$ cat src/rtl/check_slot_sched.sv
// rtl/check_slot_sched.sv - round-robin owner of a shared sampled-check slot
// Grants one requester a bounded enable window and counts !sig ##1 sig cover hits.
module check_slot_sched #(
  parameter int N_REQ  = 4,
  parameter int WINDOW = 8,
  parameter int CNT_W  = 8
) (
  input  logic                     clk,
  input  logic                     rst_n,
  input  logic [N_REQ-1:0]         req,
  input  logic [N_REQ-1:0]         test_sig,
  input  logic                     disable_i,
  output logic [N_REQ-1:0]         gnt,
  output logic [$clog2(N_REQ)-1:0] owner,
  output logic                     en,
  output logic                     sel_sig,
  output logic                     busy,
  output logic                     done,
  output logic                     aborted,
  output logic                     cov_hit,
  output logic [CNT_W-1:0]         cov_cnt
);
  localparam int OW = $clog2(N_REQ);
  localparam int CW = $clog2(WINDOW + 1);

  typedef enum logic [1:0] {IDLE, ARM, RUN, DRAIN} state_e;

  state_e           state_q, state_d;
  logic [N_REQ-1:0] gnt_q, gnt_d;
  logic [OW-1:0]    owner_q, owner_d, ptr_q, ptr_d, pick, pick_hi;
  logic [CW-1:0]    cnt_q, cnt_d;
  logic [CNT_W-1:0] cc_q, cc_d;
  logic             prev_q, prev_d, en_q, en_d, busy_q, busy_d;
  logic             done_q, done_d, ab_q, ab_d, hit_q, hit_d;
  logic             hi_found, stop;

  assign sel_sig = (|gnt_q) ? test_sig[owner_q] : 1'b0;
  assign stop    = disable_i || !req[owner_q];

  // First requester strictly above the pointer wins; otherwise wrap to the lowest.
  always_comb begin
    pick     = '0;
    pick_hi  = '0;
    hi_found = 1'b0;
    for (int j = N_REQ - 1; j >= 0; j--) begin
      if (req[j]) begin
        pick = OW'(j);
        if (j > int'(ptr_q)) begin
          pick_hi  = OW'(j);
          hi_found = 1'b1;
        end
      end
    end
    if (hi_found) pick = pick_hi;
  end

  always_ff @(posedge clk or negedge rst_n) begin
    if (!rst_n) state_q <= IDLE;
    else        state_q <= state_d;
  end

  always_comb begin
    state_d = state_q;
    case (state_q)
      IDLE:    if (|req) state_d = ARM;
      ARM:     state_d = stop ? DRAIN : RUN;
      RUN:     if (stop || cnt_q == '0) state_d = DRAIN;
      DRAIN:   state_d = IDLE;
      default: state_d = IDLE;
    endcase
  end

  always_comb begin
    gnt_d   = gnt_q;
    owner_d = owner_q;
    ptr_d   = ptr_q;
    cnt_d   = cnt_q;
    prev_d  = prev_q;
    cc_d    = cc_q;
    hit_d   = 1'b0;
    en_d    = (state_d == RUN);
    busy_d  = (state_d != IDLE);
    done_d  = (state_d == DRAIN);
    ab_d    = (state_d == DRAIN) && disable_i;
    case (state_q)
      IDLE: begin
        if (|req) begin
          gnt_d   = N_REQ'(1) << pick;
          owner_d = pick;
        end
      end
      ARM: begin
        prev_d = sel_sig;
        cnt_d  = CW'(WINDOW - 1);
      end
      RUN: begin
        prev_d = sel_sig;
        if (state_d == RUN) cnt_d = cnt_q - CW'(1);
        hit_d = !prev_q && sel_sig && !disable_i;
        if (hit_d && cc_q != '1) cc_d = cc_q + CNT_W'(1);
      end
      DRAIN: begin
        gnt_d = '0;
        ptr_d = owner_q;
      end
      default: ;
    endcase
  end

  always_ff @(posedge clk or negedge rst_n) begin
    if (!rst_n) begin
      gnt_q   <= '0;
      owner_q <= '0;
      ptr_q   <= OW'(N_REQ - 1);
      cnt_q   <= '0;
      prev_q  <= 1'b0;
      cc_q    <= '0;
      en_q    <= 1'b0;
      busy_q  <= 1'b0;
      done_q  <= 1'b0;
      ab_q    <= 1'b0;
      hit_q   <= 1'b0;
    end else begin
      gnt_q   <= gnt_d;
      owner_q <= owner_d;
      ptr_q   <= ptr_d;
      cnt_q   <= cnt_d;
      prev_q  <= prev_d;
      cc_q    <= cc_d;
      en_q    <= en_d;
      busy_q  <= busy_d;
      done_q  <= done_d;
      ab_q    <= ab_d;
      hit_q   <= hit_d;
    end
  end

  assign gnt     = gnt_q;
  assign owner   = owner_q;
  assign en      = en_q;
  assign busy    = busy_q;
  assign done    = done_q;
  assign aborted = ab_q;
  assign cov_hit = hit_q;
  assign cov_cnt = cc_q;
endmodule

$ cat config.mk
export PLATFORM = sky130hd
export DESIGN_NAME = check_slot_sched
export DESIGN_NICKNAME = d
export VERILOG_FILES = /design/src/rtl/check_slot_sched.sv
export SDC_FILE = /design/constraint.sdc
export NUM_CORES = 1
export LEC_CHECK = 0
export CORE_ASPECT_RATIO = 0.9
export CORE_MARGIN = 5
export CORE_UTILIZATION = 39
export CTS_BUF_LIST = sky130_fd_sc_hd__clkbuf_2 sky130_fd_sc_hd__clkbuf_4 sky130_fd_sc_hd__clkbuf_8
export DETAILED_ROUTE_END_ITERATION = 16
export DONT_BUFFER_PORTS = 1
export PLACE_DENSITY = 0.59
export SKIP_CTS_REPAIR_TIMING = 1
export SYNTH_ARGS = -nofsm -noshare
export SYNTH_HDL_FRONTEND = slang
export SYNTH_SLANG_ARGS = --single-unit
$ cat constraint.sdc
create_clock -name clk -period 2.25 [get_ports clk]
set_clock_uncertainty 0.05 [all_clocks]
set_input_delay 0.5625 -clock clk [delete_from_list [all_inputs] [get_ports clk]]
set_output_delay 0.5625 -clock clk [all_outputs]
set_load 0.1 [all_outputs]
==> results.json <==
{
  "outcome": "complete, but fails checks",
  "failed_checks": "negative setup slack",
  "total_area_of_multi_input_combinational_cells_sq_um": 758,
  "placement_rows": 21,
  "detail-route-antenna-nets": 0,
  "initial_core_util": 0.402,
  "postLayoutSetupSlackWorst_ns": -0.0940,
  "fp.coreArea_sq_mm": 0.00368,
  "clk_latency_ns": 0.28,
  "timing.reg2reg.worst_path_depth": 8,
  "route.vias.total": 1129,
  "routedLengthMet1_mm": 1.44,
  "synth-edff-count": 0,
  "die-width_um": 74.9,
  "first_global_vias": 1195,
  "grt_start_max_net_pins": 29,
  "yosys_register_bits": 28,
  "grt_setup_unrepaired": "yes",
  "switching_power_mw": 1.52,
  "hp-class": "in -> async",
  "reg2reg_setup_slack_ns": 0.13,
  "fin_total_pwr_mw": 2.87,
  "peakVddDrop_uv": 794,
  "initial_antenna_violation_count": 0,
  "clock_tree_root_driver_cell": "sky130_fd_sc_hd__clkbuf_8",
  "worstReg2RegStart": "state_q[0]$_DFF_PN0_",
  "setup_violations": 1,
  "dr_wl_met2_mm": 1.53,
  "maxUsedRoutingLayer": "met4",
  "yosys_warnings": 0,
  "ys_types": 39,
  "viasPerCell": 5.51,
  "cts.htree.levels": 1,
  "slew-limit-headroom": 0.603,
  "path_clk_slew_ns": 0.10,
  "area.growth.synth_to_final_pct": 23.4,
  "crit_path_max_fanout": 3,
  "clock_tree.buffer_depth": 2,
  "cap_violations": 0,
  "critical_path_type": "reg -> out",
  "seqCellArea_sq_um": 714,
  "critPathRequiredTime_ns": 1.64,
  "power_frac_clock": 0.102,
  "final_layout_size_suffix_gt1_frac": 0.333,
  "power_switching_share": 0.528,
  "post-route-period-util": 1.04,
  "final_design_area_no_fill_sq_mm": 0.00183,
  "synth_nets": 150,
  "power_density_relative_to_cell_area_mw_per_mm2": 1570,
  "worst_hold_slack_ns": 0.0346,
  "seqPwrFrac": 0.276,
  "gp_congestion": 0.874,
  "antenna_diode_instance_count": 0,
  "finalCriticalPeriod_ns": 2.34,
  "die_height_um": 68.4,
  "final-max-slew-violation-count": 0,
  "clock_tree_from_tritoncts": "built",
  "mapped_avg_cell_area_sq_um": 11.2,
  "finish.utilization": 0.496,
  "wire_per_inst_um": 15.9,
  "async_flop_share": 1.00,
  "cp_data_arrival_time_ns": 1.73,
  "tritoncts.num_buffers": 3,
  "layout.nets": 178,
  "rr_endpoint": "cnt_q[1]$_DFFE_PN0P_",
  "boundaryPins": 31,
  "least_margin_pin_slew_ns": 0.589,
  "fillCellCount": 344,
  "pwr-share-comb": 0.623,
  "placement.cell_area_sq_mm": 0.00174,
  "wl_met3_um": 258,
  "grt_pass1_wl_mm": 5.51,
  "drc_violation_total_after_the_first_tritonroute_iteration": 48,
  "timing.critical_path.from_type": "flip-flop",
  "mappedNetlistArea_sq_mm": 0.00148,
  "cell_internal_pwr_mw": 1.36,
  "setup-tns-final_ns": -0.0940,
  "globalRoute.totalOverflow": 0,
  "dp_hpwl_mm": 2.49,
  "capturing_element_type_of_the_critical_path": "primary output",
  "routed_wirelength_mm": 3.27,
  "final_hold_viol_count": 0,
  "fmax_mhz": 427,
  "dr.pass1.iters": 4,
  "yosysSeqAreaShare": 0.475,
  "syn-instance-count": 132,
  "leakage_nw": 0.831,
  "grt_util_all_layers": 0.142,
  "clock_sinks": 28,
  "remaining_drc_errors": 0,
  "synthFlopType": "sky130_fd_sc_hd__dfrtp_1",
  "io_buffer_count": 0,
  "design.die.area_sq_mm": 0.00513
}
## metal layers
layer / vias up / global-route usage
li1: 534 / -
met1: 546 / 0.171
met2: 45 / 0.246
met3: 4 / 0.0426
met4: 0 / 0.0400
met5: - / 0
## worst max path at each step
stage,start,to,slack [ns],depth (start not counted)
floorplan,owner[0]$_DFFE_PN0P_,sel_sig,-0.23,3
global placement,test_sig[3],sel_sig,0.11,4
detailed placement,test_sig[3],sel_sig,0.11,4
CTS,owner[0]$_DFFE_PN0P_,sel_sig,-0.14,4
global route,owner[0]$_DFFE_PN0P_,sel_sig,-0.16,4
finish,owner[0]$_DFFE_PN0P_,sel_sig,-0.09,4
## synth_stat cells, drive strengths merged (2+ instances only)
master / number / area [sq um]
a21o: 2 / 15.0
a21oi: 2 / 10.0
a22oi: 4 / 30.0
a31oi: 2 / 12.5
and2: 2 / 12.5
and3: 3 / 18.8
clkbuf: 2 / 7.51
dfrtp: 26 / 651
dfstp: 2 / 52.6
ha: 7 / 87.6
inv: 8 / 30.0
mux2: 6 / 67.6
mux2i: 3 / 30.0
nand2: 9 / 33.8
nand2b: 5 / 31.3
nand4: 5 / 31.3
nor2: 8 / 30.0
nor2b: 2 / 12.5
nor3: 2 / 10.0
o211ai: 4 / 30.0
o21ai: 5 / 25.0
xnor2: 6 / 52.6
## registers in the layout (all words and copies together) (netlist names)
signal,cells
busy,1
ptr_q,2
cov_hit,1
done,1
cov_cnt,8
gnt,4
aborted,1
state_q,2
prev_q,1
owner,2
cnt_q,4
en,1
## stage by stage
| step | worst slack, ns | instances |
|---|---|---|
| after floorplan | -0.229 | 132 |
| after global placement | 0.114 | 199 |
| after detailed placement | 0.110 | 199 |
| after CTS | -0.143 | 203 |
| after global routing | -0.158 | 205 |
| final | -0.0940 | 205 |
## power by group through the flow
stage	clock (mW)	sequential [mW]	combinational, mW
after floorplan	0	1.41	0.744
after global placement	0	0.803	1.70
after detailed placement	0	0.810	1.74
after CTS	0.302	0.800	1.75
after global routing	0.321	0.809	1.91
final	0.292	0.792	1.79
## worst max-delay path, cell delays in order, from the launching register on
cell                         delay [ns]
sky130_fd_sc_hd__dfrtp_4           0.44
sky130_fd_sc_hd__mux4_2            0.53
sky130_fd_sc_hd__o41ai_4           0.10
sky130_fd_sc_hd__clkinvlp_4        0.20
sky130_fd_sc_hd__buf_12            0.19
## placed cells by master (no fill, tap or decap), types with 2 or more instances in the layout
| cell | netlist | routed |
|---|---|---|
| sky130_fd_sc_hd__buf_4 | 0 | 23 |
| sky130_fd_sc_hd__o21ai_0 | 5 | 5 |
| sky130_fd_sc_hd__a21o_1 | 2 | 2 |
| sky130_fd_sc_hd__buf_12 | 0 | 2 |
| sky130_fd_sc_hd__dfrtp_2 | 0 | 6 |
| sky130_fd_sc_hd__nand2_1 | 9 | 9 |
| sky130_fd_sc_hd__mux2_2 | 6 | 6 |
| sky130_fd_sc_hd__nor2_1 | 8 | 8 |
| sky130_fd_sc_hd__nor2b_1 | 2 | 2 |
| sky130_fd_sc_hd__a31oi_1 | 2 | 2 |
| sky130_fd_sc_hd__nand2b_1 | 5 | 5 |
| sky130_fd_sc_hd__a22oi_1 | 4 | 4 |
| sky130_fd_sc_hd__ha_1 | 7 | 7 |
| sky130_fd_sc_hd__nand4_1 | 5 | 5 |
| sky130_fd_sc_hd__mux2i_1 | 3 | 3 |
| sky130_fd_sc_hd__dfrtp_1 | 26 | 19 |
| sky130_fd_sc_hd__xnor2_1 | 6 | 6 |
| sky130_fd_sc_hd__inv_1 | 8 | 7 |
| sky130_fd_sc_hd__dfstp_2 | 2 | 2 |
| sky130_fd_sc_hd__a21oi_1 | 2 | 2 |
| sky130_fd_sc_hd__clkbuf_8 | 0 | 3 |
| sky130_fd_sc_hd__and2_1 | 2 | 2 |
| sky130_fd_sc_hd__o211ai_1 | 4 | 4 |
| sky130_fd_sc_hd__and3_1 | 3 | 3 |
| sky130_fd_sc_hd__nor3_1 | 2 | 2 |
## cells by family (layout without fill, tap and decap cells)
| kind of cell | after synthesis | after routing | share of synthesized area |
|---|---|---|---|
| AO/OA/AOI/OAI | 27 | 27 | 0.154 |
| AND/OR/NAND/NOR | 43 | 43 | 0.161 |
| XOR/XNOR | 7 | 7 | 0.0415 |
| buffers and inverters | 10 | 37 | 0.0254 |
| flip-flops | 28 | 28 | 0.475 |
| adder cells (fa/ha/maj) | 7 | 7 | 0.0592 |
| multiplexers | 10 | 10 | 0.0838 |
## cell type report
| class | instances | area share |
|---|---|---|
| Clock buffer | 4 | 0.0267 |
| Inverter | 8 | 0.0185 |
| Multi-Input combinational cell | 94 | 0.415 |
| Sequential cell | 28 | 0.391 |
| Tap cell | 46 | 0.0315 |
| Timing Repair Buffer | 25 | 0.117 |
Note: power is estimated with default switching activity, not from simulation.
